$ cat config.mk
export PLATFORM = sky130hd
export DESIGN_NAME = mem_port_arbiter_flat
export DESIGN_NICKNAME = d
export VERILOG_FILES = /design/src/rtl/mem_arb_pkg.sv /design/src/rtl/mem_port_arbiter_if.sv /design/src/rtl/mem_arb_resp_pipe.sv /design/src/rtl/mem_port_arbiter.sv /design/src/flat_wrapper.sv
export SDC_FILE = /design/constraint.sdc
export NUM_CORES = 1
export LEC_CHECK = 0
export ABC_AREA = 1
export BUFFER_PORTS_ARGS = -buffer_cell sky130_fd_sc_hd__clkbuf_2
export CELL_PAD_IN_SITES_DETAIL_PLACEMENT = 1
export CELL_PAD_IN_SITES_GLOBAL_PLACEMENT = 2
export CORE_AREA = 4 4 208 210
export DETAILED_ROUTE_END_ITERATION = 7
export DIE_AREA = 0 0 212 214
export PLACE_DENSITY = 0.79
export SKIP_LAST_GASP = 1
export SYNTH_ARGS = -nofsm -noshare
export SYNTH_HDL_FRONTEND = slang
export SYNTH_SLANG_ARGS = --single-unit
export TNS_END_PERCENT = 5
$ cat constraint.sdc
create_clock -name clk -period 1.83 [get_ports clk]
set_clock_uncertainty 0.05 [all_clocks]
set_input_delay 0.4575 -clock clk [delete_from_list [all_inputs] [get_ports clk]]
set_output_delay 0.4575 -clock clk [all_outputs]
set_load 0.1 [all_outputs]
$ cat src/rtl/mem_arb_pkg.sv
// Shared types for the IF/DM memory port arbiter: response owner tags and strobe-width helper.
package mem_arb_pkg;

  typedef enum logic {OWN_IF, OWN_DM} owner_e;

  typedef struct packed {
    logic   valid;
    owner_e owner;
  } resp_tag_t;

  localparam int unsigned PERF_W = 32;

  function automatic int unsigned strb_w(input int unsigned data_w);
    return data_w / 8;
  endfunction

endpackage

$ cat src/rtl/mem_port_arbiter_if.sv
// Bundle of the IF port, DM port and memory-macro signals around mem_port_arbiter.
interface mem_port_arbiter_if
  import mem_arb_pkg::*;
#(
  parameter int unsigned ADDR_W = 64,
  parameter int unsigned DATA_W = 64
);
  localparam int unsigned STRB_W = strb_w(DATA_W);

  logic              if_req;
  logic [ADDR_W-1:0] if_addr;
  logic              if_gnt;
  logic              if_rvalid;
  logic [DATA_W-1:0] if_rdata;

  logic              dm_req;
  logic              dm_we;
  logic [STRB_W-1:0] dm_wstrb;
  logic [ADDR_W-1:0] dm_addr;
  logic [DATA_W-1:0] dm_wdata;
  logic              dm_gnt;
  logic              dm_rvalid;
  logic [DATA_W-1:0] dm_rdata;

  logic              mem_cs;
  logic              mem_we;
  logic [STRB_W-1:0] mem_wstrb;
  logic [ADDR_W-1:0] mem_addr;
  logic [DATA_W-1:0] mem_wdata;
  logic [DATA_W-1:0] mem_rdata;

  // Arbiter side
  modport slave (
    input  if_req, if_addr,
    output if_gnt, if_rvalid, if_rdata,
    input  dm_req, dm_we, dm_wstrb, dm_addr, dm_wdata,
    output dm_gnt, dm_rvalid, dm_rdata,
    output mem_cs, mem_we, mem_wstrb, mem_addr, mem_wdata,
    input  mem_rdata
  );

  // Pipeline/memory side
  modport master (
    output if_req, if_addr,
    input  if_gnt, if_rvalid, if_rdata,
    output dm_req, dm_we, dm_wstrb, dm_addr, dm_wdata,
    input  dm_gnt, dm_rvalid, dm_rdata,
    input  mem_cs, mem_we, mem_wstrb, mem_addr, mem_wdata,
    output mem_rdata
  );

endinterface

$ cat src/rtl/mem_arb_resp_pipe.sv
// Fixed-depth shift register of {valid, owner} tags tracking reads in flight to the memory.
module mem_arb_resp_pipe
  import mem_arb_pkg::*;
#(
  parameter int unsigned DEPTH = 1
) (
  input  logic      clk,
  input  logic      rst,
  input  resp_tag_t push_tag,
  output resp_tag_t tail_tag
);

  resp_tag_t stage_q [DEPTH];
  resp_tag_t stage_d [DEPTH];

  always_comb begin
    stage_d[0] = push_tag;
    for (int unsigned i = 1; i < DEPTH; i++) begin
      stage_d[i] = stage_q[i-1];
    end
  end

  always_ff @(posedge clk) begin
    for (int unsigned i = 0; i < DEPTH; i++) begin
      if (rst) stage_q[i] <= '0;
      else     stage_q[i] <= stage_d[i];
    end
  end

  assign tail_tag = stage_q[DEPTH-1];

endmodule

$ cat src/rtl/mem_port_arbiter.sv
// Single-port memory arbiter: DM priority with an IF starvation guard, fixed-latency read return.
// Optional saturating performance counters when ARB_PERF_CNT_EN is defined.
module mem_port_arbiter
  import mem_arb_pkg::*;
#(
  parameter int unsigned ADDR_W     = 64,
  parameter int unsigned DATA_W     = 64,
  parameter int unsigned MEM_LAT    = 1,
  parameter int unsigned STARVE_MAX = 4
) (
  input  logic                clk,
  input  logic                rst,
  mem_port_arbiter_if.slave   bus
`ifdef ARB_PERF_CNT_EN
  ,
  output logic [PERF_W-1:0]   perf_conflict,
  output logic [PERF_W-1:0]   perf_if_stall
`endif
);

  localparam int unsigned STARVE_W = $clog2(STARVE_MAX + 1);

  logic [STARVE_W-1:0] starve_q, starve_d;
  logic                if_gnt, dm_gnt;
  resp_tag_t           push_tag, tail_tag;

  always_comb begin
    if_gnt = bus.if_req && (!bus.dm_req || (starve_q == STARVE_W'(STARVE_MAX)));
    dm_gnt = bus.dm_req && !if_gnt;

    // if_req && !if_gnt implies a DM grant, so the count can only move up from here
    starve_d = starve_q;
    if (!bus.if_req || if_gnt) starve_d = '0;
    else if (dm_gnt)           starve_d = starve_q + 1'b1;
  end

  always_ff @(posedge clk) begin
    if (rst) starve_q <= '0;
    else     starve_q <= starve_d;
  end

  always_comb begin
    bus.if_gnt    = if_gnt;
    bus.dm_gnt    = dm_gnt;
    bus.mem_cs    = if_gnt || dm_gnt;
    bus.mem_we    = dm_gnt && bus.dm_we;
    bus.mem_wstrb = (dm_gnt && bus.dm_we) ? bus.dm_wstrb : '0;
    bus.mem_addr  = dm_gnt ? bus.dm_addr : bus.if_addr;
    bus.mem_wdata = bus.dm_wdata;
  end

  always_comb begin
    push_tag.valid = if_gnt || (dm_gnt && !bus.dm_we);
    push_tag.owner = dm_gnt ? OWN_DM : OWN_IF;
  end

  mem_arb_resp_pipe #(
    .DEPTH (MEM_LAT)
  ) u_resp_pipe (
    .clk      (clk),
    .rst      (rst),
    .push_tag (push_tag),
    .tail_tag (tail_tag)
  );

  always_comb begin
    bus.if_rvalid = tail_tag.valid && (tail_tag.owner == OWN_IF);
    bus.dm_rvalid = tail_tag.valid && (tail_tag.owner == OWN_DM);
    bus.if_rdata  = bus.if_rvalid ? bus.mem_rdata : '0;
    bus.dm_rdata  = bus.dm_rvalid ? bus.mem_rdata : '0;
  end

`ifdef ARB_PERF_CNT_EN
  logic [PERF_W-1:0] perf_conflict_q, perf_conflict_d;
  logic [PERF_W-1:0] perf_if_stall_q, perf_if_stall_d;

  always_comb begin
    perf_conflict_d = perf_conflict_q;
    perf_if_stall_d = perf_if_stall_q;
    if (bus.if_req && bus.dm_req && (perf_conflict_q != '1))
      perf_conflict_d = perf_conflict_q + 1'b1;
    if (bus.if_req && !if_gnt && (perf_if_stall_q != '1))
      perf_if_stall_d = perf_if_stall_q + 1'b1;
  end

  always_ff @(posedge clk) begin
    if (rst) begin
      perf_conflict_q <= '0;
      perf_if_stall_q <= '0;
    end else begin
      perf_conflict_q <= perf_conflict_d;
      perf_if_stall_q <= perf_if_stall_d;
    end
  end

  assign perf_conflict = perf_conflict_q;
  assign perf_if_stall = perf_if_stall_q;
`endif

endmodule

$ cat src/flat_wrapper.sv
// flat-port wrapper written by rule: the top's interface ports become plain ports
module mem_port_arbiter_flat import mem_arb_pkg::*;
#(
  parameter int unsigned ADDR_W     = 64,
  parameter int unsigned DATA_W     = 64,
  parameter int unsigned MEM_LAT    = 1,
  parameter int unsigned STARVE_MAX = 4
)
  (clk, rst, bus_if_req, bus_if_addr, bus_if_gnt, bus_if_rvalid, bus_if_rdata, bus_dm_req, bus_dm_we, bus_dm_wstrb, bus_dm_addr, bus_dm_wdata, bus_dm_gnt, bus_dm_rvalid, bus_dm_rdata, bus_mem_cs, bus_mem_we, bus_mem_wstrb, bus_mem_addr, bus_mem_wdata, bus_mem_rdata);
  mem_port_arbiter_if #(.ADDR_W(ADDR_W), .DATA_W(DATA_W)) bus_i ();
  input  logic clk;
  input  logic rst;
  input wire logic [$bits(bus_i.if_req)-1:0] bus_if_req;
  input wire logic [$bits(bus_i.if_addr)-1:0] bus_if_addr;
  output wire logic [$bits(bus_i.if_gnt)-1:0] bus_if_gnt;
  output wire logic [$bits(bus_i.if_rvalid)-1:0] bus_if_rvalid;
  output wire logic [$bits(bus_i.if_rdata)-1:0] bus_if_rdata;
  input wire logic [$bits(bus_i.dm_req)-1:0] bus_dm_req;
  input wire logic [$bits(bus_i.dm_we)-1:0] bus_dm_we;
  input wire logic [$bits(bus_i.dm_wstrb)-1:0] bus_dm_wstrb;
  input wire logic [$bits(bus_i.dm_addr)-1:0] bus_dm_addr;
  input wire logic [$bits(bus_i.dm_wdata)-1:0] bus_dm_wdata;
  output wire logic [$bits(bus_i.dm_gnt)-1:0] bus_dm_gnt;
  output wire logic [$bits(bus_i.dm_rvalid)-1:0] bus_dm_rvalid;
  output wire logic [$bits(bus_i.dm_rdata)-1:0] bus_dm_rdata;
  output wire logic [$bits(bus_i.mem_cs)-1:0] bus_mem_cs;
  output wire logic [$bits(bus_i.mem_we)-1:0] bus_mem_we;
  output wire logic [$bits(bus_i.mem_wstrb)-1:0] bus_mem_wstrb;
  output wire logic [$bits(bus_i.mem_addr)-1:0] bus_mem_addr;
  output wire logic [$bits(bus_i.mem_wdata)-1:0] bus_mem_wdata;
  input wire logic [$bits(bus_i.mem_rdata)-1:0] bus_mem_rdata;
  assign bus_i.if_req = bus_if_req;
  assign bus_i.if_addr = bus_if_addr;
  assign bus_if_gnt = bus_i.if_gnt;
  assign bus_if_rvalid = bus_i.if_rvalid;
  assign bus_if_rdata = bus_i.if_rdata;
  assign bus_i.dm_req = bus_dm_req;
  assign bus_i.dm_we = bus_dm_we;
  assign bus_i.dm_wstrb = bus_dm_wstrb;
  assign bus_i.dm_addr = bus_dm_addr;
  assign bus_i.dm_wdata = bus_dm_wdata;
  assign bus_dm_gnt = bus_i.dm_gnt;
  assign bus_dm_rvalid = bus_i.dm_rvalid;
  assign bus_dm_rdata = bus_i.dm_rdata;
  assign bus_mem_cs = bus_i.mem_cs;
  assign bus_mem_we = bus_i.mem_we;
  assign bus_mem_wstrb = bus_i.mem_wstrb;
  assign bus_mem_addr = bus_i.mem_addr;
  assign bus_mem_wdata = bus_i.mem_wdata;
  assign bus_i.mem_rdata = bus_mem_rdata;
  mem_port_arbiter #(.ADDR_W(ADDR_W), .DATA_W(DATA_W), .MEM_LAT(MEM_LAT), .STARVE_MAX(STARVE_MAX)) u_core (.clk(clk), .rst(rst), .bus(bus_i));
endmodule
== Yosys cells after proc, flatten, opt, wreduce, memory -nomap -nowiden ==
Memory sizes are Yosys's and may differ from the RTL's.
Index checks and enable logic that the tools add are counted.

* Register bits: 3
* Latch bits: 0
* RAM bits: 2
* Memory bits (read-only): 0
* Output and inout bits: 270
* Word-level logic and storage cells: 31
* Memories kept: 1

* Add/subtract/negate cells: 1
* $mul: 0
* Div/mod/pow operators: 0
* Magnitude comparators: 0
* Eq/ne operators: 1
* Shifts and indexed selects: 0
* Mux-type cells: 10
* Bitwise operators: 1
* Reductions and logical operators: 16

{| class="wikitable"
|+ Memories
! name !! depth !! width !! read ports !! clocked after Yosys merged registers in !! write ports !! RTL line !! text
|-
| u_core.u_resp_pipe.stage_q || 1 || 2 || 1 || 0 || 1 || mem_arb_resp_pipe.sv:13 || <nowiki>resp_tag_t stage_q [DEPTH];</nowiki>
|}

{| class="wikitable"
|+ Operators with widths
! operator !! number
|-
| 64-bit 2-to-1 mux || 3
|-
| 8-bit 2-to-1 mux || 1
|-
| 1-bit logical AND || 6
|-
| 1-bit 2-to-1 mux || 5
|-
| 1-bit logical NOT || 4
|-
| 1-bit logical OR || 4
|-
| 2-bit OR reduction || 2
|-
| 3-bit by 1-bit adder with 3-bit output (second input constant) || 1
|-
| 3-bit equality test (second input constant) || 1
|-
| 2-bit 2-to-1 mux || 1
|-
| 1-bit NOT || 1
|}

== Depth between registers and ports, before layout ==
* Word-level depth: 8
* Depth in mapped cells: 9
* Mapped depth without buffers: 7

== Hierarchy ==
From an unflattened synthesis, not the netlist that was laid out.

* Cell total of the unflattened synthesis: 528
* Area total of the unflattened synthesis: 2,412.3 µm²

{| class="wikitable"
|+ Modules (own cells, without submodules)
! module !! times used !! cells each !! area an instance (µm²)
|-
| mem_port_arbiter || 1 || 522 || 2,357.3
|-
| mem_arb_resp_pipe || 1 || 6 || 55.1
|}

== Worst setup path before layout ==
Ideal clock, no wire load.

* Path kind: reg2out
* Start: memory u_core.u_resp_pipe.stage_q[0][1] in the netlist's numbering
* End: output bus_if_rdata[10]
* Arrival: 3.424 ns
* Data required time: 1.322 ns
* Slack: -2.101 ns
* Cell stages (with the launch flop): 6
* Buffers on the path: 1
* Cells stage by stage: dfxtp_1 > inv_1 > nor2_1 > inv_2 > clkbuf_1 > nor2_1

* Cells in the longest elaborated chain, start to end: 3

{| class="wikitable"
|+ RTL lines
! item !! RTL line !! text
|-
| start, declared || mem_arb_resp_pipe.sv:13 ||
|-
| memory read 1 x 2 bit || -- ||
|-
| 1-bit logical AND || mem_port_arbiter.sv:67 || <nowiki>bus.if_rvalid = tail_tag.valid && (tail_tag.owner == OWN_IF);</nowiki>
|-
| via bus_if_rvalid || flat_wrapper.sv:16 || <nowiki>output wire logic [$bits(bus_i.if_rvalid)-1:0] bus_if_rvalid;</nowiki>
|-
| 64-bit 2-to-1 mux || mem_port_arbiter.sv:69 || <nowiki>bus.if_rdata = bus.if_rvalid ? bus.mem_rdata : '0;</nowiki>
|-
| end, declared || flat_wrapper.sv:17 || <nowiki>output wire logic [$bits(bus_i.if_rdata)-1:0] bus_if_rdata;</nowiki>
|}

The timed path passes the listed nets, and every way through them passes these cells.

== Final worst setup path ==
* Start: register u_core.starve_q[1]
* End: output bus_mem_wstrb[6]

* Cells in the longest elaborated chain, start to end: 7

{| class="wikitable"
|+ RTL lines
! item !! RTL line !! text
|-
| start, declared || mem_port_arbiter.sv:23 || <nowiki>logic [STARVE_W-1:0] starve_q, starve_d;</nowiki>
|-
| start signal, assigned || mem_port_arbiter.sv:39 || <nowiki>else starve_q <= starve_d;</nowiki>
|-
| 3-bit equality test || mem_port_arbiter.sv:28 || <nowiki>if_gnt = bus.if_req && (!bus.dm_req || (starve_q == STARVE_W'(STARVE_MAX)));</nowiki>
|-
| 1-bit logical OR || mem_port_arbiter.sv:28 ||
|-
| 1-bit logical AND || mem_port_arbiter.sv:28 ||
|-
| 1-bit logical NOT || mem_port_arbiter.sv:29 || <nowiki>dm_gnt = bus.dm_req && !if_gnt;</nowiki>
|-
| 1-bit logical AND || mem_port_arbiter.sv:29 ||
|-
| 1-bit logical AND || mem_port_arbiter.sv:47 || <nowiki>bus.mem_wstrb = (dm_gnt && bus.dm_we) ? bus.dm_wstrb : '0;</nowiki>
|-
| 8-bit 2-to-1 mux || mem_port_arbiter.sv:47 ||
|-
| end, declared || flat_wrapper.sv:28 || <nowiki>output wire logic [$bits(bus_i.mem_wstrb)-1:0] bus_mem_wstrb;</nowiki>
|}

No other way between the ends.

==> flow_summary.json <==
{
  "status": "complete, but fails checks",
  "failed_checks": "setup timing",
  "cts_buffer_depth": 2,
  "pre_cts_slack_ns": -0.3808,
  "final_nets": 1186,
  "final_cells": 1454,
  "start_util_pct": 5.803,
  "pwr-share-seq_pct": 3.2,
  "synth.avg_cell_area_um2": 4.577,
  "cts_root_buf": "clkbuf_16",
  "p_int_w": 0.001537,
  "power.density_nw_per_um2": 427.4,
  "cts_tree": "yes",
  "switching_share_pct": 58.31,
  "crit_path_max_fanout": 6,
  "synth_area_leaders": "nand2_1 31%, buf_4 22%, nor2_1 21%",
  "required_ns": 1.32,
  "die_y_um": 214,
  "slew_headroom_pct": 75.75,
  "syn_to_final_growth_pct": 257.6,
  "worstHoldPathType": "primary input to flip-flop",
  "first_pass_iters": 4,
  "rows": 75,
  "netlist_area_um2": 2412,
  "avgViaCountPerCell": 3.184,
  "maxSlewViolCount": 0,
  "insertion_delay_ns": 0.23,
  "synth_top_area_cell": "nand2_1",
  "clkTransAtPathRegs_ns": 0.03,
  "synth_top_cells_by_count": "202 x nand2_1, 134 x nor2_1, 72 x inv_1, 71 x buf_4, 15 x clkbuf_1",
  "place_congestion": 0.7963,
  "peakVddDrop_mv": 0.2946,
  "p_sw_w": 0.002150,
  "setup_viol": 183,
  "ys_warn_count": 0,
  "postSynthCellCount": 527,
  "dieArea_um2": 45370,
  "core_um2": 41570,
  "rsz0062_at_grt": "yes",
  "placed_cells": 1432,
  "setup_slack_ns": -0.4538,
  "grt_pass1_vias": 5064,
  "ys_ff_latch": 5,
  "leakagePower_nw": 4.441,
  "cts-buffers-inserted": 3,
  "drcViolationCount": 0,
  "p_comb_share_pct": 87.1,
  "grt_max_degree": 37,
  "arrival_ns": 1.78,
  "post_drt_wl_per_cell_um": 13.56,
  "end_kind": "output port",
  "pwr-share-clk_pct": 9.7,
  "fin_crit_ns": 2.284,
  "path_class": "flip-flop to output port",
  "cts_sinks": 5,
  "hold_viol": 0,
  "synth_cell_types": 16,
  "r2r_start": "u_core.starve_q[0]$_SDFFE_PP0N_",
  "antenna_found_initial": 3,
  "finalCritPeriodShare_pct": 124.8,
  "die_w_um": 212,
  "grt_overflow_total": 0,
  "cp-start-kind": "flip-flop",
  "routed_wl_mm": 19.72,
  "ys.flop_type": "dfxtp_1",
  "cap_violations": 0,
  "dp.final_hpwl_mm": 17.56,
  "synth_edf_count": 0,
  "fmax_ghz": 0.4379,
  "io_pins": 539,
  "dpl_cell_area_um2": 8140,
  "ys_async_sr_fraction_pct": 0,
  "yosys.area.top_type_share_pct": 31.43,
  "drive_above_1_share_pct": 58.32,
  "htree_levels": 1,
  "crit_start": "u_core.starve_q[1]$_SDFFE_PP0N_",
  "tightest_slew_ns": 0.3624,
  "grt_pass1_wl_mm": 28.20,
  "grtUsageTotal_pct": 7.904,
  "port_buffers": 410,
  "seq_area_frac_synth_pct": 4.149,
  "drtIter0Drc": 74,
  "ant_nets": 0,
  "vias": 4630,
  "syn-num-nets": 798,
  "synth.most_common_cell": "nand2_1",
  "hold_start": "rst",
  "design_area_um2": 8627
}
==> registers in the layout, indices dropped and copies added, names as in the netlist <==
name and cells:
u_core.u_resp_pipe.stage_q 2, u_core.starve_q 3
==> worst max-delay path, cell delays in order (launching register included) <==
cell      delay (ns)
dfxtp_2         0.33
inv_2           0.05
ha_4            0.16
nand2_4         0.06
o21bai_4        0.07
buf_6           0.14
buf_12          0.14
buf_16          0.14
nor3b_2         0.23
buf_12          0.21
==> cell families after synthesis <==
| logic type | count (synthesis) | synth area share [%] |
|---|---|---|
| AOI/OAI and AO/OA | 4 | 1.400 |
| DFF | 5 | 4.150 |
| adders and majority gates | 2 | 1.037 |
| buffers and inverters | 168 | 37.76 |
| and+or+nand+nor | 348 | 55.65 |
==> layout by cell type (no fill, tap or decap), drive strengths merged <==
| cell type | count |
|---|---|
| buf | 270 |
| clkbuf | 209 |
| nand2 | 203 |
| nor2 | 134 |
| inv | 75 |
| nor3b | 8 |
| dfxtp | 5 |
| nand3 | 3 |
| a21oi | 3 |
| ha | 2 |
| diode | 1 |
| clkinv | 1 |
| o21bai | 1 |
==> path summary, 6_finish.rpt <==
| kind | to | slack, ns | cells past startpoint |
|---|---|---|---|
| setup / recovery | bus_mem_wstrb[6] | -0.45 | 9 |
| setup reg to reg | u_core.starve_q[0]$_SDFFE_PP0N_ | 0.35 | 11 |
| hold reg to reg | u_core.starve_q[0]$_SDFFE_PP0N_ | 0.56 | 3 |
| hold / removal | u_core.u_resp_pipe.stage_q[0][0]$_SDFF_PP0_ | 0.44 | 2 |
==> metrics by stage <==
| step | hold WS [ns] | power, W | setup TNS (ns) | utilization (%) |
|---|---|---|---|---|
| final | 0.4434 | 0.003687 | -42.15 | 20.75 |
| after global routing | 0.4431 | 0.003826 | -57.24 | 20.75 |
| after CTS | 0.4401 | 0.003692 | -48.52 | 20.42 |
| after detailed placement | 0.5540 | 0.003253 | -17.59 | 19.58 |
| after global placement | 0.5310 | 0.003223 | -16.53 | 19.58 |
| after floorplan | 0.4109 | 0.002565 | -154.27 | - |
==> power by group through the flow <==
stage | Clock (W) | Sequential (W) | Combinational, W
after floorplan | 0 | 0.000118 | 0.00245
after global placement | 0 | 0.000118 | 0.00310
after detailed placement | 0 | 0.000119 | 0.00313
after CTS | 0.000364 | 0.000118 | 0.00321
after global routing | 0.000374 | 0.000118 | 0.00333
final | 0.000357 | 0.000118 | 0.00321
==> repair_timing <==
action                                  CTS  global route
hold buffers                              0             0
cloned                                    3             1
setup buffers                            11             3
endpoints found under the setup margin  184           202
pin swaps                                 6             9
resized for setup                        36            26
==> routing by layer <==
| metal | wire (um) | GRT usage [%] |
|---|---|---|
| met1 | 6552 | 7.432 |
| met2 | 10040 | 14.87 |
| met3 | 2775 | 4.496 |
| met4 | 255 | 1.340 |
| met5 | 92 | 0.9698 |
==> cell type report <==
class                   instances  area [um2]
diodes                          1       2.502
clock buffers                   4       78.83
fillers                      4936       32940
inverters                      76       287.8
multi-input cells             354        1643
flip-flops and latches          5       103.9
well taps                     539       674.4
repair buffers                475        5837
Power figures use the tool's default switching activity.
